$ cat config.mk
export PLATFORM = sky130hd
export DESIGN_NAME = bp_fe_lce_resp_arb
export DESIGN_NICKNAME = d
export VERILOG_FILES = /design/src/rtl/bp_fe_icache_pkg.sv /design/src/rtl/bp_fe_rr_pick.sv /design/src/rtl/bp_fe_lce_resp_arb.sv
export SDC_FILE = /design/constraint.sdc
export NUM_CORES = 1
export LEC_CHECK = 0
export BUFFER_PORTS_ARGS = -buffer_cell sky130_fd_sc_hd__buf_2
export CORE_MARGIN = 5
export CORE_UTILIZATION = 42
export CTS_CLUSTER_SIZE = 10
export DETAILED_ROUTE_END_ITERATION = 8
export GPL_TIMING_DRIVEN = 0
export PLACE_DENSITY = 0.86
export REMOVE_ABC_BUFFERS = 1
export SYNTH_ARGS = -nofsm -noshare
export SYNTH_HDL_FRONTEND = slang
export SYNTH_HIERARCHICAL = 1
export SYNTH_SLANG_ARGS = --single-unit
$ cat constraint.sdc
create_clock -name clk_i -period 3.1 [get_ports clk_i]
set_input_delay 0.62 -clock clk_i [delete_from_list [all_inputs] [get_ports clk_i]]
set_output_delay 0.62 -clock clk_i [all_outputs]
set_load 0.01 [all_outputs]
$ cat src/rtl/bp_fe_icache_pkg.sv
// Shared I$ front-end definitions: configuration selector, response width,
// arbiter state encoding and LCE response source indices.
package bp_fe_icache_pkg;

  typedef enum logic {e_bp_inv_cfg} bp_params_e;

  localparam int lce_id_width_gp     = 4;
  localparam int cce_id_width_gp     = 4;
  localparam int resp_type_width_gp  = 3;
  localparam int paddr_width_gp      = 40;

  // Response message = type + source LCE + destination CCE + physical address.
  function automatic int lce_cce_resp_width(input bp_params_e cfg);
    int width;
    width = resp_type_width_gp + lce_id_width_gp + cce_id_width_gp + paddr_width_gp;
    if (cfg != e_bp_inv_cfg) width = 64;
    return width;
  endfunction

  function automatic int safe_clog2(input int n);
    return (n <= 1) ? 1 : $clog2(n);
  endfunction

  typedef enum logic {
    e_arb_idle,
    e_arb_locked
  } bp_fe_lce_resp_arb_state_e;

  localparam int cmd_src_idx_gp = 0;
  localparam int req_src_idx_gp = 1;

endpackage

$ cat src/rtl/bp_fe_rr_pick.sv
// Rotating priority encoder: returns the first asserted valid at or after
// rr_ptr_i, wrapping modulo num_src_p.
module bp_fe_rr_pick
  import bp_fe_icache_pkg::*;
#(
  parameter  int num_src_p    = 2,
  localparam int ptr_width_lp = safe_clog2(num_src_p)
) (
  input  logic [num_src_p-1:0]    v_i,
  input  logic [ptr_width_lp-1:0] rr_ptr_i,
  output logic [ptr_width_lp-1:0] pick_o,
  output logic                    pick_v_o
);

  localparam logic [ptr_width_lp:0] num_src_lp = (ptr_width_lp+1)'(num_src_p);

  logic [2*num_src_p-1:0] v_dbl;
  logic [num_src_p-1:0]   v_rot;
  logic [ptr_width_lp:0]  idx_sum;

  // NOTE: combinational blocks use blocking assignments and give every output
  // a default first, so no path leaves a signal unassigned (no latch inferred).
  always_comb begin
    v_dbl    = {v_i, v_i};
    v_rot    = v_dbl[rr_ptr_i +: num_src_p];
    pick_o   = '0;
    pick_v_o = 1'b0;
    idx_sum  = '0;
    // Scan from the far end so the nearest valid to rr_ptr_i wins.
    for (int k = num_src_p - 1; k >= 0; k--) begin
      if (v_rot[k]) begin
        idx_sum = {1'b0, rr_ptr_i} + (ptr_width_lp+1)'(k);
        if (idx_sum >= num_src_lp) idx_sum = idx_sum - num_src_lp;
        pick_o   = idx_sum[ptr_width_lp-1:0];
        pick_v_o = 1'b1;
      end
    end
  end

endmodule

$ cat src/rtl/bp_fe_lce_resp_arb.sv
// Round-robin arbiter sharing the FE LCE-to-CCE response channel; a presented
// message is locked until the network consumes it.
module bp_fe_lce_resp_arb
  import bp_fe_icache_pkg::*;
#(
  parameter  bp_params_e bp_params_p     = e_bp_inv_cfg,
  parameter  int         num_src_p       = 2,
  parameter  int         msg_width_p     = lce_cce_resp_width(bp_params_p),
  parameter  int         lock_watchdog_p = 64,
  localparam int         ptr_width_lp    = safe_clog2(num_src_p),
  localparam int         wd_width_lp     = safe_clog2(lock_watchdog_p + 1)
) (
  input  logic                             clk_i,
  input  logic                             reset_i,
  input  logic [num_src_p*msg_width_p-1:0] src_msg_i,
  input  logic [num_src_p-1:0]             src_v_i,
  output logic [num_src_p-1:0]             src_yumi_o,
  input  logic                             block_i,
  output logic [msg_width_p-1:0]           lce_resp_o,
  output logic                             lce_resp_v_o,
  input  logic                             lce_resp_yumi_i,
  output logic                             idle_o,
  output logic                             stall_o
);

  localparam logic [wd_width_lp-1:0]  wd_max_lp   = wd_width_lp'(lock_watchdog_p);
  localparam logic [ptr_width_lp-1:0] last_src_lp = ptr_width_lp'(num_src_p - 1);

  bp_fe_lce_resp_arb_state_e state_r, state_n;
  logic [ptr_width_lp-1:0] grant_r, grant_n;
  logic [ptr_width_lp-1:0] rr_ptr_r, rr_ptr_n;
  logic [wd_width_lp-1:0]  wd_cnt_r, wd_cnt_n;

  logic [ptr_width_lp-1:0] pick;
  logic                    pick_v;
  logic [ptr_width_lp-1:0] sel;
  logic [num_src_p-1:0][msg_width_p-1:0] src_msg;

  assign src_msg = src_msg_i;

  // Explicit wrap so non-power-of-two source counts rotate correctly.
  function automatic logic [ptr_width_lp-1:0] wrap_inc(input logic [ptr_width_lp-1:0] p);
    return (p == last_src_lp) ? '0 : p + ptr_width_lp'(1);
  endfunction

  bp_fe_rr_pick #(
    .num_src_p(num_src_p)
  ) rr_pick (
    .v_i      (src_v_i),
    .rr_ptr_i (rr_ptr_r),
    .pick_o   (pick),
    .pick_v_o (pick_v)
  );

  // NOTE: sequential state uses non-blocking assignments; reset is sampled
  // synchronously on the clock edge.
  always_ff @(posedge clk_i) begin
    if (reset_i) begin
      state_r  <= e_arb_idle;
      grant_r  <= '0;
      rr_ptr_r <= '0;
      wd_cnt_r <= '0;
    end else begin
      state_r  <= state_n;
      grant_r  <= grant_n;
      rr_ptr_r <= rr_ptr_n;
      wd_cnt_r <= wd_cnt_n;
    end
  end

  always_comb begin
    state_n      = state_r;
    grant_n      = grant_r;
    rr_ptr_n     = rr_ptr_r;
    wd_cnt_n     = wd_cnt_r;
    sel          = grant_r;
    lce_resp_v_o = 1'b0;
    src_yumi_o   = '0;

    unique case (state_r)
      e_arb_idle: begin
        wd_cnt_n = '0;
        if (pick_v && !block_i) begin
          sel          = pick;
          lce_resp_v_o = 1'b1;
          if (lce_resp_yumi_i) begin
            src_yumi_o[pick] = 1'b1;
            rr_ptr_n         = wrap_inc(pick);
          end else begin
            grant_n = pick;
            state_n = e_arb_locked;
          end
        end
      end
      e_arb_locked: begin
        // Lock holds regardless of block_i or other requesters.
        sel          = grant_r;
        lce_resp_v_o = 1'b1;
        if (lce_resp_yumi_i) begin
          src_yumi_o[grant_r] = 1'b1;
          rr_ptr_n            = wrap_inc(grant_r);
          state_n             = e_arb_idle;
          wd_cnt_n            = '0;
        end else if (wd_cnt_r != wd_max_lp) begin
          wd_cnt_n = wd_cnt_r + wd_width_lp'(1);
        end
      end
      default: state_n = e_arb_idle;
    endcase

    // A reset cycle drops the lock without consuming anything.
    if (reset_i) begin
      lce_resp_v_o = 1'b0;
      src_yumi_o   = '0;
    end
  end

  assign lce_resp_o = lce_resp_v_o ? src_msg[sel] : '0;
  assign stall_o    = (wd_cnt_r == wd_max_lp);
  assign idle_o     = (state_r == e_arb_idle) && !(|src_v_i);

  lock_src_held_a: assert property (@(posedge clk_i) disable iff (reset_i)
    (state_r == e_arb_locked) |-> src_v_i[grant_r]);

  yumi_needs_valid_a: assert property (@(posedge clk_i) disable iff (reset_i)
    lce_resp_yumi_i |-> lce_resp_v_o);

endmodule

== Yosys cells after proc, flatten, opt, wreduce, memory -nomap -nowiden ==
Index checks and enable logic that the tools add are counted.
W data, S select, Z words.

* Register bits after elaboration: 10
* Input port bits: 108
* Output and inout bits: 56
* Logic and storage cells: 70

* Add/sub/neg operators: 6
* $lt $le $gt $ge: 7
* Equal/unequal tests: 6
* Shifts and indexed selects: 1
* Multiplexer cells: 35
* Bitwise gates (word level): 2
* Reductions and logical operators: 9

{| class="wikitable"
|+ Operators by type and width
! cell !! count
|-
| $mux W51 || 3
|-
| $mux W1 || 18
|-
| $mux W7 || 2
|-
| $pmux W7 S2 || 1
|-
| $mux W2 || 4
|-
| $pmux W1 S2 || 4
|-
| $add A7 B1 Y7 const B || 1
|-
| $eq A7 B7 Y1 const B || 1
|-
| $ne A7 B7 Y1 const B || 1
|-
| $lt A1 B2 Y1 const B || 3
|-
| $ne A2 B2 Y1 const B || 3
|-
| $reduce_and A3 Y1 || 2
|-
| $logic_and A1 B1 Y1 || 4
|-
| $pmux W2 S2 || 1
|-
| $shiftx A4 B2 Y2 || 1
|-
| $ne A3 B2 Y1 const B || 1
|-
| $add A1 B1 Y1 const B || 2
|-
| $add A1 B1 Y2 const B || 1
|-
| $demux W1 S1 || 2
|-
| $ge A1 B1 Y1 const B || 2
|-
| $ge A1 B2 Y1 const B || 1
|-
| $ge A2 B2 Y1 const B || 1
|-
| $logic_not A1 Y1 || 2
|-
| $not A1 Y1 || 2
|-
| 2 further kinds || 3
|}

== Logic depth before layout (Yosys ltp) ==
* Depth after elaboration: 13
* Depth in mapped cells: 7
* Gate-level depth less buffers: 5

== Cells and area by module ==
The synthesis kept the hierarchy.

{| class="wikitable"
|+ Modules (own cells, without submodules)
! module !! times used !! cells each !! area an instance (um^2) !! seq. area each (um^2)
|-
| bp_fe_lce_resp_arb || 1 || 255 || 1,993.2 || 200.2
|-
| bp_fe_rr_pick || 1 || 3 || 17.5 || 0.0
|}

== Worst setup path before layout ==
No wires, ideal clock.

* Path kind: input to output
* Start: input src_v_i[1]
* End: output lce_resp_o[0]
* Data arrival time: 1.918 ns
* Data required time: 2.480 ns
* Path slack: 0.562 ns
* Stages: 5
* Path buffers: 1
* Cell sequence: or2_1 -> nor3b_2 -> mux2i_2 -> buf_6 -> mux2i_1

* Word-level cells in the longest chain between the ends: 9
* Elaborated cells on any way between the ends: 14
* Those cells by class: shift: 1; mux: 12; reduce/logical: 1

{| class="wikitable"
|+ RTL lines
! what !! RTL line !! source
|-
| start: declaration || bp_fe_lce_resp_arb.sv:16 || <nowiki>input logic [num_src_p-1:0] src_v_i,</nowiki>
|-
| $shiftx A4 B2 Y2 * || bp_fe_rr_pick.sv:25 || <nowiki>v_rot = v_dbl[rr_ptr_i +: num_src_p];</nowiki>
|-
| $mux W1 (2 in a row) || bp_fe_rr_pick.sv:31 || <nowiki>if (v_rot[k]) begin</nowiki>
|-
| $logic_and A1 B1 Y1 || bp_fe_lce_resp_arb.sv:83 || <nowiki>if (pick_v && !block_i) begin</nowiki>
|-
| $mux W1 || bp_fe_lce_resp_arb.sv:83 ||
|-
| $pmux W1 S2 || bp_fe_lce_resp_arb.sv:80 || <nowiki>unique case (state_r)</nowiki>
|-
| $mux W51 (not written as such) (2 in a row) || bp_fe_lce_resp_arb.sv:118 || <nowiki>assign lce_resp_o = lce_resp_v_o ? src_msg[sel] : '0;</nowiki>
|-
| $mux W51 * || bp_fe_lce_resp_arb.sv:118 ||
|-
| end: declaration || bp_fe_lce_resp_arb.sv:19 || <nowiki>output logic [msg_width_p-1:0] lce_resp_o,</nowiki>
|}

Mark *: on every way between the ends. The rest lies on a longest branch, timed or not. The select of a mux whose other input is x is not followed.

== Worst setup path in the final report ==
* Start: input src_v_i[0]
* End: output lce_resp_o[6]

* Word-level cells in the longest chain between the ends: 9
* Elaborated cells on any way between the ends: 14
* Those cells by class: shift: 1; mux: 12; reduce/logical: 1

{| class="wikitable"
|+ RTL lines
! what !! RTL line !! source
|-
| $shiftx A4 B2 Y2 * || bp_fe_rr_pick.sv:25 ||
|-
| $mux W1 || bp_fe_rr_pick.sv:31 ||
|-
| $mux W1 * || bp_fe_rr_pick.sv:31 ||
|-
| via pick_v || bp_fe_lce_resp_arb.sv:35 || <nowiki>logic pick_v;</nowiki>
|-
| $logic_and A1 B1 Y1 * || bp_fe_lce_resp_arb.sv:83 ||
|-
| $mux W1 || bp_fe_lce_resp_arb.sv:83 ||
|-
| $pmux W1 S2 || bp_fe_lce_resp_arb.sv:80 ||
|-
| $mux W51 (not written as such) (2 in a row) || bp_fe_lce_resp_arb.sv:118 ||
|-
| $mux W51 * || bp_fe_lce_resp_arb.sv:118 ||
|}

The timed path passes the listed nets; every way through them passes the cells marked *. The select of a mux whose other input is x is not followed.

==> results.yml <==
drt:
  routed-via-count: 2644
  drtAntennaViolNets: 0
  drt-total-wl_um: 7460
  post_drt_via_cell_ratio: 5.90
  drc: 0
  iteration_count_of_the_initial_detailed_routing_pass: 4
  drt_iter0_drc: 139
  drt-wirelength-per-cell_um: 16.7
die:
  number_of_top_level_pins: 164
  die_width_um: 79.2
  initial_core_util: 0.429
  fp.dieArea_sq_um: 6270
  fp.dieH_um: 79.2
  cell_rows: 25
  placeableCoreArea_sq_um: 4690
cells_and_area:
  num-nets-final: 505
  filler_cell_count: 421
  final_instance_area_sq_um: 2930
  area_of_the_multi_input_gates_sq_um: 1610
  most-common-layout-cells: "sky130_fd_sc_hd__buf_2, sky130_fd_sc_hd__o211ai_1, sky130_fd_sc_hd__mux2i_1, sky130_fd_sc_hd__dfxtp_1, sky130_fd_sc_hd__o21ai_0"
  area.growth.synth_to_final_pct: 45.9
  drive_gt1_frac: 0.462
  most_common_library_cell_in_the_layout_ignoring_fill_and_taps: "sky130_fd_sc_hd__buf_2"
  antennaDiodeCount: 0
  seq_area_sq_um: 204
worst_setup_path:
  start_kind: "input pin"
  worst_setup_path_end_kind: "primary output"
  cp_data_arrival_time_ns: 2.19
  critPathRequiredTime_ns: 2.48
  critical_path.max_fanout: 21
  timing.setup.critical_path_class: "in2out"
clock_tree:
  cts-root-to-sink-buffers: 2
  clock-sinks: 10
  clock_latency_on_the_worst_skew_pair_ns: 0.23
  cts_tree: "done"
  cts-buffers-inserted: 3
  h-tree-depth: 1
  cts-hold-fix-buffers: 0
  cts.root.buffer_cell: "sky130_fd_sc_hd__clkbuf_8"
  post_cts_resized: 0
  clk_slew_on_worst_s_h_paths_ns: 0.05
yosys:
  syn_area_per_cell_sq_um: 7.79
  yosys-top-cells-area: "sky130_fd_sc_hd__o211ai_1, sky130_fd_sc_hd__mux2i_1, sky130_fd_sc_hd__dfxtp_1"
  yosysWarningCount: 6
  mappedNetlistArea_sq_um: 2010
  synth.ff_latch_count: 10
  synth.lib_cells_used.distinct: 30
  synth_top_cell_area_share: 0.381
  synth.yosys.seq_area_share: 0.0996
  cell_count_after_synthesis: 258
  synth.largest_area_cell: "sky130_fd_sc_hd__o211ai_1"
timing:
  rsz0062_at_grt: "false"
  clock_skew_ns: 0.00326
  slew_headroom: 0.543
  hold_ws_ns: 0.494
  slew_viol_final: 0
  hold_violations: 0
  final.setup.worst_slack_ns: 0.291
  timing.final.crit_share: 0.906
  fmaxAchievable_ghz: 0.356
  min_period_ns: 2.81
  max_slew.worst_pin.slew_ns: 0.685
  number_of_failing_setup_endpoints_in_the_final_timing_report: 0
grt:
  grt_antenna_before_repair: 0
  maximum_number_of_pins_on_one_net_before_global_route_repair: 70
  globalRoute.totalOverflow: 0
  grtUsageTotal: 0.223
  vias_in_the_first_global_route: 2290
  grt_pass1_wl_um: 11600
place:
  dp_hpwl_um: 5590
  numPortBuffers: 163
  detailedPlace.worstSlack_ns: -0.146
  routability_congestion_estimate_from_global_placement: 0.795
  post_dp_cell_area_sq_um: 2850
pwr:
  report.power.total_uw: 606
  power.density_nw_per_um2: 207
  peakVddDrop_mv: 0.227
  leakage_power_nw: 1.54
run_status:
  status: "finished, final reports clean"
run:
  drv.max_cap_violation_count: 0
min_path:
  min_path_type: "reg2reg"
flip-flops by register name (all words and copies together), names as in the netlist:
name      flops
state_r       1
rr_ptr_r      1
wd_cnt_r      7
grant_r       1
cell families (layout without fill, tap and decap cells):
| logic type | Yosys count | after routing | share of synthesized area |
|---|---|---|---|
| AOI/OAI and AO/OA | 116 | 116 | 0.420 |
| muxes | 54 | 54 | 0.271 |
| buffers and inverters | 46 | 182 | 0.108 |
| and+or+nand+nor | 28 | 28 | 0.0803 |
| DFF | 10 | 10 | 0.0996 |
| adders and majority gates | 2 | 2 | 0.0124 |
| xor gates and xnor gates | 2 | 2 | 0.00871 |
metrics by stage:
step / cells / utilization / setup TNS (ns)
after floorplan: 218 / - / -144.15
after global placement: 435 / 0.575 / -226.27
after detailed placement: 441 / 0.608 / -3.96
after CTS: 448 / 0.625 / 0
after global routing: 448 / 0.625 / 0
final: 448 / 0.625 / 0
power breakdown:
group          internal (mW)  switching (mW)  total (mW)
clock                 0.0898          0.0484       0.138
sequential             0.131         0.00858       0.139
combinational          0.161           0.168       0.328
total                  0.382           0.224       0.606
routing by layer:
layer	global-route usage	up-vias	routed length, um
met3	0.0385	4	604
met5	0	-	0
met1	0.276	1247	2970
met2	0.412	90	3840
met4	0.0241	0	45
li1	-	1303	-
cell usage after synthesis, drive strengths merged:
cell type	n
o211ai	102
mux2i	54
clkbuf	27
buf	13
dfxtp	10
o21ai	7
inv	6
nor2	6
a21oi	4
nand2	4
nand3	3
nor3	3
or3	3
ha	2
nor2b	2
nor3b	2
xor2	2
a21boi	1
a22oi	1
and2b	1
nor4b	1
o2bb2ai	1
or2	1
or2b	1
or4	1
critical path: stages:
cell	delay (ns)
sky130_fd_sc_hd__buf_2	0.10
sky130_fd_sc_hd__or2_1	0.14
sky130_fd_sc_hd__nor3b_2	0.31
sky130_fd_sc_hd__mux2i_4	0.30
sky130_fd_sc_hd__buf_12	0.15
sky130_fd_sc_hd__buf_12	0.19
sky130_fd_sc_hd__mux2i_1	0.20
sky130_fd_sc_hd__buf_2	0.16
final timing paths:
path / endpoint / slack [ns] / depth (start not counted) / from
worst max-delay path: lce_resp_o[6] / 0.29 / 8 / src_v_i[0]
worst min-delay path: wd_cnt_r[6]$_SDFFE_PP0P_ / 0.49 / 2 / wd_cnt_r[6]$_SDFFE_PP0P_
worst max register to register: wd_cnt_r[1]$_SDFFE_PP0P_ / 1.66 / 3 / wd_cnt_r[2]$_SDFFE_PP0P_
worst min register to register: wd_cnt_r[6]$_SDFFE_PP0P_ / 0.49 / 2 / wd_cnt_r[6]$_SDFFE_PP0P_
cell type report:
type,instances,share of cell area
well taps,54,0.0230
flip-flops and latches,10,0.0695
clock buffers,4,0.0154
inverters,6,0.00768
multi-input cells,202,0.548
repair buffers,172,0.336
what timing repair did:
| item | 4_1_cts | 5_1_grt |
|---|---|---|
| endpoints found under the setup margin | 37 | 0 |
| buffers inserted | 3 | 0 |
| hold endpoints to repair | 0 | 0 |
No activity file was read; power rests on OpenSTA's default activity.
